## config.mk

```make
export PLATFORM = sky130hd
export DESIGN_NAME = wb_stage_mult2
export DESIGN_NICKNAME = d
export VERILOG_FILES = /design/src/rtl/pipeline_pkg.sv /design/src/rtl/wb_result_mux.sv /design/src/rtl/wb_stage_mult2.sv
export SDC_FILE = /design/constraint.sdc
export NUM_CORES = 1
export LEC_CHECK = 0
export BUFFER_PORTS_ARGS = -buffer_cell sky130_fd_sc_hd__buf_2
export CAP_MARGIN = 30
export CORE_MARGIN = 3
export CORE_UTILIZATION = 40
export CTS_BUF_LIST = sky130_fd_sc_hd__clkbuf_16
export CTS_CLUSTER_SIZE = 28
export DETAILED_ROUTE_END_ITERATION = 10
export GPL_TIMING_DRIVEN = 0
export MAX_ROUTING_LAYER = met4
export PLACE_DENSITY = 0.75
export REMOVE_ABC_BUFFERS = 1
export SYNTH_ARGS = -nofsm -noshare
export SYNTH_HDL_FRONTEND = slang
export SYNTH_HIERARCHICAL = 1
export SYNTH_SLANG_ARGS = --single-unit
```

## constraint.sdc

```tcl
create_clock -name clk -period 2.48 [get_ports clk]
set_input_delay 0.496 -clock clk [delete_from_list [all_inputs] [get_ports clk]]
set_output_delay 0.496 -clock clk [all_outputs]
set_load 0.01 [all_outputs]
```

## src/rtl/pipeline_pkg.sv

```systemverilog
// Shared definitions for the writeback stage with 2-cycle multiply writeback.
// Contents: FSM state encoding, register-number constants, default widths.
package pipeline_pkg;

    // Default datapath widths
    localparam int unsigned DEF_DATA_W = 32;
    localparam int unsigned DEF_ADDR_W = 5;

    // Architectural register numbers with special handling
    localparam int unsigned REG_ZERO = 0;
    localparam int unsigned REG_LAST = 31;

    // Writeback FSM states
    localparam logic [0:0] S_LO = 1'b0;   // normal writeback
    localparam logic [0:0] S_HI = 1'b1;   // high-half write of a multiply

endpackage : pipeline_pkg

```

## src/rtl/wb_result_mux.sv

```systemverilog
// Writeback result selection: load data or the low half of the ALU/multiplier result.
// Ports:
//   mem_2_reg   - 1 selects memreg, 0 selects aluout_lo
//   aluout_lo   - low DATA_W bits of the ALU/multiplier result
//   memreg      - load data
//   result_c    - selected write data (combinational)
module wb_result_mux
    import pipeline_pkg::*;
#(
    parameter int unsigned DATA_W = DEF_DATA_W
) (
    input  logic              mem_2_reg,
    input  logic [DATA_W-1:0] aluout_lo,
    input  logic [DATA_W-1:0] memreg,
    output logic [DATA_W-1:0] result_c
);

    always_comb begin
        result_c = mem_2_reg ? memreg : aluout_lo;
    end

endmodule : wb_result_mux

```

## src/rtl/wb_stage_mult2.sv

```systemverilog
// Writeback stage downstream of MEM/WB. Drives the register-file write port and
// splits a 2*DATA_W multiply product into two consecutive writes (rd, rd+1),
// stalling MEM/WB for the cycle in which the high half is written.
// Optional build macro: WB_PERF_CNT_EN adds retired/stall performance counters.
// Ports:
//   clk, rst      - pipeline clock, synchronous active-high reset
//   in_valid      - MEM/WB holds a live instruction
//   reg_write     - instruction writes a register
//   mem_2_reg     - 1 selects memreg, 0 selects aluout
//   is_mult       - aluout holds a full 2*DATA_W product
//   aluout        - ALU/multiplier result
//   memreg        - load data
//   rd            - destination register
//   stall_o       - holds MEM/WB (MEM/WB enable is ~stall_o)
//   rf_we/rf_waddr/rf_wdata - registered register-file write port
//   retire_o      - one-cycle pulse when an instruction's last write issues
//   retired_cnt, stall_cnt - (WB_PERF_CNT_EN only) wrapping event counters
module wb_stage_mult2
    import pipeline_pkg::*;
#(
    parameter int unsigned DATA_W = DEF_DATA_W,
    parameter int unsigned ADDR_W = DEF_ADDR_W
) (
    input  logic                  clk,
    input  logic                  rst,
    input  logic                  in_valid,
    input  logic                  reg_write,
    input  logic                  mem_2_reg,
    input  logic                  is_mult,
    input  logic [2*DATA_W-1:0]   aluout,
    input  logic [DATA_W-1:0]     memreg,
    input  logic [ADDR_W-1:0]     rd,
    output logic                  stall_o,
    output logic                  rf_we,
    output logic [ADDR_W-1:0]     rf_waddr,
    output logic [DATA_W-1:0]     rf_wdata,
    output logic                  retire_o
`ifdef WB_PERF_CNT_EN
    ,
    output logic [31:0]           retired_cnt,
    output logic [31:0]           stall_cnt
`endif
);

    localparam logic [ADDR_W-1:0] RD_ZERO = ADDR_W'(REG_ZERO);
    localparam logic [ADDR_W-1:0] RD_LAST = ADDR_W'(REG_LAST);

    logic [0:0]        state;
    logic [0:0]        state_nxt;
    logic [DATA_W-1:0] hi_data;
    logic [DATA_W-1:0] hi_data_nxt;
    logic [ADDR_W-1:0] hi_addr;
    logic [ADDR_W-1:0] hi_addr_nxt;
    logic              we_nxt;
    logic [ADDR_W-1:0] waddr_nxt;
    logic [DATA_W-1:0] wdata_nxt;
    logic              retire_nxt;
    logic [DATA_W-1:0] result_c;
    logic              do_write_c;
    logic              split_c;

    // Low-half / load data selection
    wb_result_mux #(
        .DATA_W (DATA_W)
    ) u_result_mux (
        .mem_2_reg (mem_2_reg),
        .aluout_lo (aluout[DATA_W-1:0]),
        .memreg    (memreg),
        .result_c  (result_c)
    );

    // Stall is a pure decode of the state register
    assign stall_o = (state == S_HI);

    // A write is taken only for a live register-writing instruction; rd=31 never
    // splits so the high half cannot wrap around to x0
    assign do_write_c = in_valid && reg_write;
    assign split_c    = do_write_c && is_mult && !mem_2_reg && (rd != RD_LAST);

    // State and output registers
    always_ff @(posedge clk) begin
        if (rst) begin
            state    <= S_LO;
            hi_data  <= '0;
            hi_addr  <= '0;
            rf_we    <= 1'b0;
            rf_waddr <= '0;
            rf_wdata <= '0;
            retire_o <= 1'b0;
        end else begin
            state    <= state_nxt;
            hi_data  <= hi_data_nxt;
            hi_addr  <= hi_addr_nxt;
            rf_we    <= we_nxt;
            rf_waddr <= waddr_nxt;
            rf_wdata <= wdata_nxt;
            retire_o <= retire_nxt;
        end
    end

    // Next-state and next-output logic
    always_comb begin
        state_nxt   = state;
        hi_data_nxt = hi_data;
        hi_addr_nxt = hi_addr;
        we_nxt      = 1'b0;
        waddr_nxt   = rf_waddr;
        wdata_nxt   = rf_wdata;
        retire_nxt  = 1'b0;

        case (state)
            S_LO: begin
                if (do_write_c) begin
                    waddr_nxt = rd;
                    wdata_nxt = result_c;
                    we_nxt    = (rd != RD_ZERO);
                    if (split_c) begin
                        hi_data_nxt = aluout[2*DATA_W-1:DATA_W];
                        hi_addr_nxt = rd + ADDR_W'(1);
                        state_nxt   = S_HI;
                        retire_nxt  = 1'b0;
                    end else begin
                        retire_nxt  = 1'b1;
                    end
                end else begin
                    retire_nxt = in_valid;
                end
            end
            S_HI: begin
                // MEM/WB was held, so current inputs are revisited next edge
                we_nxt     = 1'b1;
                waddr_nxt  = hi_addr;
                wdata_nxt  = hi_data;
                retire_nxt = 1'b1;
                state_nxt  = S_LO;
            end
            default: begin
                state_nxt = S_LO;
            end
        endcase
    end

`ifdef WB_PERF_CNT_EN
    // Wrapping event counters
    always_ff @(posedge clk) begin
        if (rst) begin
            retired_cnt <= '0;
            stall_cnt   <= '0;
        end else begin
            retired_cnt <= retired_cnt + 32'(retire_o);
            stall_cnt   <= stall_cnt + 32'(stall_o);
        end
    end
`endif

endmodule : wb_stage_mult2

```

==> flow_metrics.py, run 1 <==
metrics = {
    "logic_synthesis": {
        "synth_top_family_by_area": "simple AND/OR/NAND/NOR gates",
        "synth.most_common_cell": "dfxtp_1",
        "yosys.area.top_type_share_pct": 39.5,
        "synth_xor_area_share_pct": 0.449,
        "ys.flop_type": "dfxtp_1",
        "yosys-top-cells-area": "dfxtp_1 39%, mux2_4 12%, a211oi_1 7.7%, and3_1 6.1%, nor2b_1 5.9%",
        "synthCells": 432,
        "synth-seq-cells": 77,
        "synth_area_um2": 3900,
        "yosysUniqueCellTypes": 25,
        "synth_commonest_cells": "77 x dfxtp_1, 40 x a211oi_1, 39 x nor3_1",
        "synth_compound_area_share_pct": 16.9,
        "yosysTopAreaCell": "dfxtp_1",
        "ys_seq_area_share_pct": 39.5,
        "avgSynthCellArea_um2": 9.04,
        "synth_edf_count": 0,
        "ys_warn_count": 6,
        "synth-simple-area-share_pct": 23.2,
        "synth-adder-area-share_pct": 0.962,
        "async_flop_share_pct": 0,
        "synthMuxAreaShare_pct": 12.1,
    },
    "place": {
        "io_buffers": 146,
        "gp_congestion": 0.723,
        "dp_hpwl_mm": 6.88,
        "place_inst": 667,
    },
    "routing": {
        "topRoutingLayerUsed": "met4",
        "wl_mm": 10.4,
        "ant_nets": 0,
        "route.met2.wl_mm": 5.05,
        "dr.pass1.iters": 5,
        "drcViolationCount": 0,
        "wl_met1_mm": 4.60,
        "vias": 3663,
        "avgViaCountPerCell": 5.36,
        "wl_per_cell_um": 15.2,
        "drt_iter0_drc": 177,
        "wl_met3_um": 692,
    },
    "clock_tree": {
        "postCtsSetupBuffers": 0,
        "clk_pin_slew_worst_paths_ns": 0.06,
        "htreeDepth": 3,
        "postCtsHoldBufs": 0,
        "cts_max_path_buffers": 2,
        "cts_tree": "yes",
        "clock_sinks": 77,
        "clockRootBuffer": "clkbuf_16",
        "post_cts_resize_count": 0,
        "clock_latency_ns": 0.32,
        "cts_buffers": 9,
    },
    "critical_path": {
        "crit_path_max_fanout": 40,
        "required_ns": 2.65,
        "worstSetupPathType": "input pin to flip-flop",
        "reg2reg_from": "stall_o$_SDFF_PP0_",
        "crit_start": "in_valid",
        "path_cells": "buf_2 > nand2_2 > buf_12 > nor2_1 > a211oi_1",
        "endpoint_kind": "flip-flop",
        "critPathArrivalTime_ns": 2.44,
        "slowest_stage": "nand2_2",
        "critPathLaunchType": "input pin",
        "cpPeakStageDelay_ns": 0.60,
    },
    "timing": {
        "worst_pin_slew_ns": 0.806,
        "rsz0062_at_grt": "no",
        "skew_ns": 0.00635,
        "finalHoldViolCount": 0,
        "holdWs_ns": 0.424,
        "max-slew-margin-rel_pct": 46.3,
        "fin_tns_setup_ns": 0,
        "finalCriticalPeriod_ns": 2.26,
        "timing.fmax_mhz": 442,
        "setup_violations": 0,
        "period_share_pct": 91.3,
        "finalMaxSlewViolations": 0,
    },
    "pwr": {
        "ir_worst_vdd_uv": 344,
        "power.leakage_nw": 2.32,
        "p_per_area_nw_per_um2": 614,
    },
    "grt": {
        "antenna_found_initial": 1,
        "grt.total_usage_pct": 18.6,
        "grt_remaining_overflow": 0,
        "grt_pass1_wl_mm": 16.7,
        "grt_max_degree": 49,
        "grt_pass1_vias": 3524,
    },
    "job": {
        "maxCapViolations": 0,
    },
    "floorplanning": {
        "rows": 35,
        "start_util_pct": 41.7,
        "die_height_um": 105,
        "coreArea_um2": 9370,
        "dieArea_um2": 11000,
        "chipWidth_um": 105,
        "pin_count": 147,
    },
    "layout": {
        "final_cells": 684,
        "area_growth_syn_to_layout_pct": 27.4,
        "finalNetCount": 659,
        "fillers": 919,
        "final_util_pct": 53.1,
        "drive_above_1_share_pct": 37.2,
    },
    "worst_hold_path": {
        "worstHoldStart": "aluout[35]",
        "hp-class": "input pin to flip-flop",
    },
    "run_status": {
        "outcome": "finished, final reports clean",
    },
}
sequential cells by signal, summed over array words and instances, names as in the netlist:
register / flops
rf_wdata: 32
hi_addr: 5
rf_we: 1
rf_waddr: 5
stall_o: 1
retire_o: 1
hi_data: 32
through the flow:
stage / power (mW) / cell area [µm²] / setup WS (ns)
after floorplan: 1.56 / 3640 / -0.270
after CTS: 3.08 / 4970 / 0.0719
after detailed placement: 1.80 / 4670 / -0.292
after global routing: 3.19 / 4970 / 0.0870
final: 3.05 / 4970 / 0.215
after global placement: 1.77 / 4530 / -1.47
logic make-up after synthesis:
| group | Yosys count |
|---|---|
| mux | 32 |
| fa+ha+maj | 3 |
| buf+inv | 49 |
| simple gates | 157 |
| compound gates | 112 |
| xor+xnor | 2 |
| flops | 77 |
cells in the final DEF, fill, tap and decap left out, types with 4 or more instances in the layout:
cell type and instances:
mux2_4 30, o21ai_0 5, nor3_1 39, nor2b_1 37
clkbuf_16 9, o21ai_1 29, and3_1 38, a21oi_1 38
buf_12 4, buf_2 146, a211oi_1 40, dfxtp_1 76
nand3_1 35
power by group:
part	internal (mW)	switching (mW)
combinational	0.232	0.228
sequential	1.29	0.0272
clock	0.773	0.502
final cells by class:
type	instances	area (µm²)	area share, %
clock inverter	7	67.6	1.36
clock buffer	9	225	4.53
timing repair buffer	153	865	17.4
sequential	77	1540	31.0
antenna	1	2.50	0.0503
tap	129	161	3.25
multi-input combinational	306	2100	42.2
inverter	2	7.51	0.151
layer usage:
| layer | vias to the layer above | track usage [%] |
|---|---|---|
| met5 | - | - |
| met4 | 0 | 5.15 |
| met3 | 4 | 3.95 |
| met2 | 124 | 31.2 |
| met1 | 1730 | 22.5 |
| li1 | 1805 | - |
worst max-delay path, delay by kind of cell:
| family | cells | cell delay, ns |
|---|---|---|
| and+or+nand+nor | 2 | 0.86 |
| AOI/OAI and AO/OA | 1 | 0.12 |
| buffers and inverters | 2 | 0.93 |
final timing paths:
path	to	slack, ns	cells past startpoint
max reg2reg	hi_data[7]$_SDFFE_PP0P_	0.43	5
min	hi_data[3]$_SDFFE_PP0P_	0.42	3
min reg2reg	hi_data[31]$_SDFFE_PP0P_	0.48	2
max	hi_addr[3]$_SDFFE_PP0P_	0.22	5
No activity file was read; power rests on OpenSTA's default activity.
==> inputs of run 2 (changes only) <==
Settings changed: CORE_UTILIZATION 40 to 45, PLACE_DENSITY 0.75 to 0.82, SETUP_SLACK_MARGIN from default to 0.4.
==> run 2 against run 1 <==
  * Combinational power up 6.7%
  * Critical path depth increased by 3
  * Worst setup slack improved by 0.20 ns
  * Clock skew grew 0.00054 ns
  * First-iteration DRC count shrank 42%
  * Fmax increased by 9.8%
  * Clock power rose by 5%
  * Hold slack worse by 0.0040 ns
  * Sequential power barely moved
  * Die area fell by 10%
  * Critical path type unchanged
  * Critical endpoint is now hi_data[11]$_SDFFE_PP0P_
  * Largest cell class unchanged
==> flow_metrics.py, run 2 (same netlist as run 1, synthesis figures left out) <==
metrics = {
    "clock_tree": {
        "clockRootBuffer": "clkbuf_16",
        "htreeDepth": 3,
        "cts_max_path_buffers": 2,
        "clk_pin_slew_worst_paths_ns": 0.06,
        "cts_buffers": 9,
        "clock_latency_ns": 0.32,
        "postCtsHoldBufs": 0,
        "clock_sinks": 77,
        "cts_tree": "yes",
    },
    "worst_hold_path": {
        "hp-class": "input pin to flip-flop",
    },
    "place": {
        "post-place-ws_ns": -0.248,
        "gp_congestion": 0.777,
        "place_inst": 644,
        "post_dp_cell_area_um2": 4670,
        "io_buffers": 146,
        "dp_hpwl_mm": 6.92,
    },
    "floorplanning": {
        "pin_count": 147,
        "chipWidth_um": 99.1,
        "coreArea_um2": 8340,
        "rows": 33,
        "start_util_pct": 46.8,
        "dieArea_um2": 9830,
        "die_height_um": 99.1,
    },
    "grt": {
        "grt_use_met2_pct": 38.3,
        "grt_remaining_overflow": 0,
        "grt_pass1_vias": 3675,
        "groute.layer.met3.usage_pct": 3.44,
        "grt.total_usage_pct": 20.9,
        "antenna_found_initial": 0,
        "grt_pass1_wl_mm": 16.5,
        "top_usage_layer": "met2",
        "use_met1_pct": 23.0,
        "grt_max_degree": 48,
    },
    "pwr": {
        "p_per_area_nw_per_um2": 617,
        "p_clk_share_pct": 42.7,
        "pwr-share-comb_pct": 15.6,
        "switchingPower_mw": 0.744,
        "ir_worst_vdd_uv": 312,
        "p_seq_share_pct": 41.7,
        "p_int_mw": 2.41,
        "power.leakage_nw": 2.40,
        "switching_share_pct": 23.6,
    },
    "layout": {
        "finalNetCount": 664,
        "drive_above_1_share_pct": 37.9,
        "area_growth_syn_to_layout_pct": 30.9,
        "final_common_cell": "buf_2",
        "top_regs": "hi_data x32, rf_wdata x32",
        "multi_input_area_um2": 2120,
        "stdcell_area_um2": 5110,
        "final_cells": 664,
        "fillers": 736,
        "register_area_um2": 1550,
        "antenna_cells": 0,
        "final_cell_mix": "144 x buf_2, 76 x dfxtp_1, 40 x a211oi_1",
        "final_util_pct": 61.3,
    },
    "timing": {
        "finalMaxSlewViolations": 0,
        "finalCriticalPeriod_ns": 2.06,
        "setup_violations": 0,
        "worst_pin_slew_ns": 0.766,
        "period_share_pct": 83.2,
        "fin_ws_ns": 0.418,
        "skew_ns": 0.00689,
        "timing.fmax_mhz": 485,
        "finalHoldViolCount": 0,
        "rsz0062_at_grt": "yes",
        "max-slew-margin-rel_pct": 49.0,
    },
    "run_status": {
        "outcome": "finished, final reports clean",
    },
    "critical_path": {
        "critPathArrivalTime_ns": 2.23,
        "worstSetupPathType": "input pin to flip-flop",
        "crit_path_max_fanout": 11,
        "required_ns": 2.65,
        "endpoint_kind": "flip-flop",
        "critPathLaunchType": "input pin",
    },
    "job": {
        "maxCapViolations": 0,
    },
    "routing": {
        "drcViolationCount": 0,
        "wl_mm": 10.6,
        "wl_per_cell_um": 15.9,
        "vias": 3660,
        "avgViaCountPerCell": 5.51,
        "dr.pass1.iters": 4,
        "drt_iter0_drc": 102,
        "ant_nets": 0,
    },
}
-- run 2: through the flow --
stage	total power [mW]	hold slack [ns]	TNS (ns)
global placement	1.76	0.463	-79.34
finish	3.15	0.420	0
floorplan	1.56	0.448	-4.10
CTS	3.16	0.412	0
global route	3.27	0.418	0
detailed placement	1.81	0.467	-6.37
-- run 2: worst paths after layout --
path                                 from                       end  slack (ns)  cells past startpoint
setup / recovery                    rd[0]  hi_data[11]$_SDFFE_PP0P_        0.42                      8
hold / removal                 aluout[36]   hi_data[4]$_SDFFE_PP0P_        0.42                      3
setup reg to reg       stall_o$_SDFF_PP0_  hi_data[11]$_SDFFE_PP0P_        0.54                      5
hold reg to reg   hi_data[9]$_SDFFE_PP0P_   hi_data[9]$_SDFFE_PP0P_        0.47                      2
-- run 2: what timing repair did --
| item | 4_1_cts | 5_1_grt |
|---|---|---|
| buffers inserted | 1 | 0 |
| gates resized for setup | 3 | 10 |
| cloned | 0 | 3 |
| endpoints found under the setup margin | 59 | 34 |
| pin swaps | 1 | 1 |
| hold endpoints to repair | 0 | 0 |
-- run 2: final cells by class --
cell class	count	share of cell area, %
clock inverter	7	1.59
sequential	77	30.2
clock buffer	9	4.41
tap	105	2.57
inverter	2	0.147
timing repair buffer	158	19.5
multi-input combinational	306	41.6
-- run 2: routing by layer --
layer,vias to the layer above,part of all wire [%]
met3,10,4.9
li1,1815,-
met5,-,0
met1,1728,42
met2,107,52
met4,0,0.77
-- run 2: critical path: stages --
cell       delay, ns
buf_2           0.13
ha_2            0.19
and3_1          0.20
ha_4            0.18
or4b_4          0.62
clkbuf_16       0.23
o21ai_1         0.12
a21oi_1         0.08
-- run 2: power by group through the flow --
| stage | Combinational [mW] | Sequential [mW] | Clock [mW] |
|---|---|---|---|
| after global placement | 0.421 | 1.34 | 0 |
| after CTS | 0.472 | 1.32 | 1.37 |
| final | 0.491 | 1.32 | 1.35 |
| after floorplan | 0.199 | 1.36 | 0 |
| after global routing | 0.533 | 1.32 | 1.42 |
| after detailed placement | 0.464 | 1.34 | 0 |
